### config.mk
export PLATFORM = sky130hd
export DESIGN_NAME = mux_nto1_skid
export DESIGN_NICKNAME = d
export VERILOG_FILES = /design/src/rtl/mux_nto1_skid.sv
export SDC_FILE = /design/constraint.sdc
export NUM_CORES = 1
export LEC_CHECK = 0
export CORE_MARGIN = 2
export CORE_UTILIZATION = 44
export DETAILED_ROUTE_END_ITERATION = 7
export PLACE_DENSITY = 0.81
export SLEW_MARGIN = 10
export SYNTH_ARGS = -nofsm -noshare
export SYNTH_HDL_FRONTEND = slang
export SYNTH_SLANG_ARGS = --single-unit
### constraint.sdc
create_clock -name clk_i -period 1.97 [get_ports clk_i]
set_input_delay 0.394 -clock clk_i [delete_from_list [all_inputs] [get_ports clk_i]]
set_output_delay 0.394 -clock clk_i [all_outputs]
set_load 0.01 [all_outputs]
### src/rtl/mux_nto1_skid.sv
// mux_nto1_skid: NUM_IN-to-1 registered mux behind a valid/ready handshake.
// A 2-entry (output + skid) buffer keeps full throughput while ready_o is
// driven purely from a register, so upstream may register its ready path.
module mux_nto1_skid #(
    parameter int               WIDTH       = 32,
    parameter int               NUM_IN      = 4,
    parameter int               SEL_W       = 2,
    parameter logic [WIDTH-1:0] DEFAULT_VAL = '0
) (
    input  logic                    clk_i,
    input  logic                    rst_i,
    input  logic [NUM_IN*WIDTH-1:0] data_i,
    input  logic [SEL_W-1:0]        select_i,
    input  logic                    valid_i,
    output logic                    ready_o,
    input  logic                    flush_i,
    output logic [WIDTH-1:0]        data_o,
    output logic                    err_o,
    output logic                    valid_o,
    input  logic                    ready_i
);

    logic             out_valid;
    logic [WIDTH-1:0] out_data;
    logic             out_err;
    logic             skid_valid;
    logic [WIDTH-1:0] skid_data;
    logic             skid_err;

    logic [WIDTH-1:0] mux_val;
    logic             mux_err;
    logic             accept;
    logic             pop;

    // The skid only fills when the output register is occupied, so an empty
    // skid means there is always room for one more beat.
    assign ready_o = !skid_valid;
    assign valid_o = out_valid;
    assign data_o  = out_data;
    assign err_o   = out_err;

    assign accept = valid_i && ready_o;
    assign pop    = out_valid && ready_i;

    // Select the addressed input; out-of-range selects yield DEFAULT_VAL and flag err.
    always_comb begin
        // NOTE: defaults first so every path assigns both outputs and no latch is inferred.
        mux_val = DEFAULT_VAL;
        mux_err = 1'b1;
        for (int k = 0; k < NUM_IN; k++) begin
            if (select_i == SEL_W'(k)) begin
                mux_val = data_i[k*WIDTH +: WIDTH];
                mux_err = 1'b0;
            end
        end
    end

    // Output/skid register update: flush, then drain skid, then fill output, then fill skid.
    always_ff @(posedge clk_i or negedge rst_i) begin
        if (!rst_i) begin
            // NOTE: non-blocking assignments so all registers update together at the edge.
            out_valid  <= 1'b0;
            out_data   <= '0;
            out_err    <= 1'b0;
            skid_valid <= 1'b0;
            skid_data  <= '0;
            skid_err   <= 1'b0;
        end else if (flush_i) begin
            // A beat accepted in the same cycle is dropped along with held beats.
            out_valid  <= 1'b0;
            out_data   <= '0;
            out_err    <= 1'b0;
            skid_valid <= 1'b0;
            skid_data  <= '0;
            skid_err   <= 1'b0;
        end else if (skid_valid) begin
            // ready_o is low here, so no new beat can arrive; only a drain can occur.
            if (pop) begin
                out_data   <= skid_data;
                out_err    <= skid_err;
                skid_valid <= 1'b0;
            end
        end else if (!out_valid || pop) begin
            out_data  <= mux_val;
            out_err   <= mux_err;
            out_valid <= accept;
        end else if (accept) begin
            // Output is stalled: park the new beat so ready_o can drop a cycle late.
            skid_data  <= mux_val;
            skid_err   <= mux_err;
            skid_valid <= 1'b1;
        end
    end

endmodule

==> results.txt <==
The run finished with clean final reports. Summed over all nets, the half-perimeter wirelength after detailed placement is 9.048 mm. The initialized floorplan defines 35 standard-cell rows. The number of warnings issued by yosys came out at 0. The first global-routing pass estimated 20.00 mm of wire. The arrival time reported for the critical path endpoint is 1.41 ns. The worst register-to-register path has a setup slack of 0.49 ns. The starting utilization of the core area is 45.47%. The cell count along the critical path is 2. The I/O pin count is 170. The startpoint of the worst register-to-register path is valid_o$_DFFE_PN0P_.

Clock tree synthesis selected as its root buffer the cell clkbuf_8. The area enclosed by the die boundary is 10390 µm². Derived from the worst setup path, the maximum achievable clock frequency is 555.3 MHz.

The number of enable-type register cells in the synthesized netlist is 0. After floorplanning, the core was sized to cover 9284 µm². Entering global routing, the biggest net connects 44 pins.

The leakage component of the power came out at 2.843 nW. The average wire length per cell after detail routing came out at 18.50 µm. The endpoint of the worst register-to-register path is data_o[27]$_DFFE_PN0P_. The CTS tree is yes. For this block, the routed nets add up to 12.58 mm of wire. The per-cell via count in the routed design is 5.556. Routability-driven placement finished with a final weighted congestion of 0.7922. The final number of max-transition violations came out at 0. The number of remaining DRC errors came out at 0. The final-layout fill cell count came out at 723. The number of search-and-repair iterations in the first detailed-routing pass is 4. The number of buffer cells added on primary ports is 169. At the pin with the least slew margin, the transition time is 0.5514 ns.

In this run, post-CTS hold repair placed 0 buffers. The first routing iteration left 197 violations. Traced cell by cell, the critical path runs through buf_4 > clkdlybuf4s50_1. The flip-flop and latch count after synthesis is 68.

The via total after detailed routing came out at 3778. The maximum cell stage delay along the critical path came out at 0.55 ns. The number of antenna violations at the first check in global routing is 0. The capturing instance or port of the critical path is valid_o. Among cell families on the critical path, the largest total delay comes from buffers and inverters.

Of all flip-flops after synthesis, the portion carrying an async set or reset was 100.0%. Setup violations remaining at the end of the flow were counted as 0. After synthesis, flip-flops and latches occupy 40.31% of the total area.

The synthesized area per cell is 11.05 µm². The max-capacitance violation count is 0. The worst pin sits at a relative slew slack of 63.24%.

The H-tree depth came out at 3. The worst setup path is of the reg2out kind. The post-route netlist has 13.07% of its cells at a drive strength greater than 1.

The post-synthesis instance area is 4222 µm². The chip height is 102.0 µm. The number of antenna repair diodes is 0.

The placed cell area came out at 6145 µm². The post-layout net count came out at 682. The critical path startpoint category is a register. The global-route congestion overflow total is 0. Gates resized during post-CTS repair numbered 0. The maximum net fanout on the critical path came out at 7. The x dimension of the die is 102.0 µm. The highest ir drop seen on vdd is 0.0003816 V. The slowest stage of the critical path belongs to the cell clkdlybuf4s50_1. STA classifies the critical path endpoint as an output pin.

From synthesis to final layout, the design area changed by 50.36%. Once layout is done, the placed cells without fillers occupy 6347 µm². The final sum of negative setup slack came out at 0 ns. In this run, CTS created clock tree buffers numbering 9. Setup repair after global routing left no endpoint under its margin.

The clock period could shrink to 1.801 ns. The clock latency on the worst-skew pair came out at 0.34 ns. The number of hold violations in the final report was 0. The maximum number of buffers from clock root to sink is 2. Clock-pin slew was measured on the worst setup and hold paths at 0.07 ns. The post-CTS repair timing setup buffer count is 0. After layout, the worst path uses 91.42% of the clock period.

For this design, the sink count on the clock tree is 68. The net count after synthesis is 517. The most critical setup path has its startpoint at valid_o$_DFFE_PN0P_. The worst hold path belongs to the class in2async. STA puts the critical path data required time at 1.58 ns.

The overall fraction of global-route tracks in use came out at 24.82%. The synthesized netlist cell count is 382. The number of antenna-violating nets in the routed design is 0. The power per cell area came out at 617.9 nW/µm². The distinct cell type count of the synthesized netlist is 25. The clock skew after layout is 0.008744 ns.

The via count of the first global-routing pass came out at 4034. The worst setup slack after placement is -0.02151 ns. Once routing completed, OpenROAD measured the worst setup slack at 0.1691 ns. The total buffers and inverters traversed by the critical path is 2.

The most used flip-flop cell after synthesis is dfrtp_1. Once layout is complete, the utilization of the core stands at 68.37%. The number of cell instances on the worst register-to-register path is 5.
-- routing by layer --
metal	global-route usage [%]	wire length (µm)	vias up
li1	-	-	1752
met1	29.29	5191	1878
met2	44.38	6328	132
met3	6.019	815	16
met4	8.205	245	0
met5	0	0	-
-- placed cells by master (no fill, tap or decap), drive strengths merged, types with 2 or more instances in the layout --
cell and n:
nor2 34, nor3 32, mux2i 96, nand2b 33, buf 25, clkbuf 14
a221oi 32, a21oi 3, o21ai 2, or2 2, o22a 32, clkdlybuf4s50 167
dfrtp 68
-- cell usage after synthesis (2+ instances only) --
cell	instances	share of area (%)
mux2i_1	96	23
dfrtp_1	68	40
nor2_1	34	3.0
nand2b_1	33	4.9
nor3_1	32	3.8
o22a_1	32	6.6
a221oi_2	30	11
clkbuf_1	17	1.5
buf_2	10	1.2
buf_4	6	1.1
buf_6	5	1.3
a21oi_1	3	0.36
a221oi_1	2	0.42
o21ai_0	2	0.24
or2_1	2	0.30
-- how the worst min path moves through the flow --
stage           from                endpoint  cells after the start
3_5_place_dp   rst_i  data_o[20]$_DFFE_PN0P_                      2
5_1_grt        rst_i  data_o[21]$_DFFE_PN0P_                      2
2_1_floorplan  rst_i   data_o[0]$_DFFE_PN0P_                      0
6_report       rst_i  data_o[21]$_DFFE_PN0P_                      2
3_3_place_gp   rst_i  data_o[20]$_DFFE_PN0P_                      2
4_1_cts        rst_i  data_o[21]$_DFFE_PN0P_                      2
-- area by class of cell --
| type | instances | area (µm²) | area share (%) |
|---|---|---|---|
| Clock buffer | 14 | 172.7 | 2.720 |
| Clock inverter | 1 | 30.03 | 0.4731 |
| Inverter | 2 | 7.507 | 0.1183 |
| Multi-Input combinational cell | 274 | 2317 | 36.51 |
| Sequential cell | 68 | 1702 | 26.81 |
| Tap cell | 129 | 161.4 | 2.543 |
| Timing Repair Buffer | 192 | 1957 | 30.83 |
-- metrics by stage --
stage	instances	hold WS [ns]	total power, W
2_1_floorplan	382	0.09841	0.002127
3_3_place_gp	665	0.4247	0.002740
3_5_place_dp	665	0.4285	0.002766
4_1_cts	680	0.06002	0.003949
5_1_grt	680	0.08891	0.004091
6_report	680	0.06911	0.003922
-- state kept, by name, indices dropped and copies added (netlist names) --
register and flops:
skid_data 32, err_o 1, skid_valid 1, valid_o 1, data_o 32, skid_err 1
-- cell families (layout without fill, tap and decap cells) --
logic type | after synthesis | count (layout) | synth area share (%)
DFF | 68 | 68 | 40.31
buffers and inverters | 40 | 209 | 5.275
muxes | 96 | 96 | 22.76
and+or+nand+nor | 107 | 107 | 12.89
AOI/OAI and AO/OA | 71 | 71 | 18.76
-- where the power goes --
group	switching (W)	internal, W
clock	0.000501	0.000684
sequential	0.0000655	0.00150
combinational	0.000492	0.000679
total	0.00106	0.00286
Power figures use the tool's default switching activity.
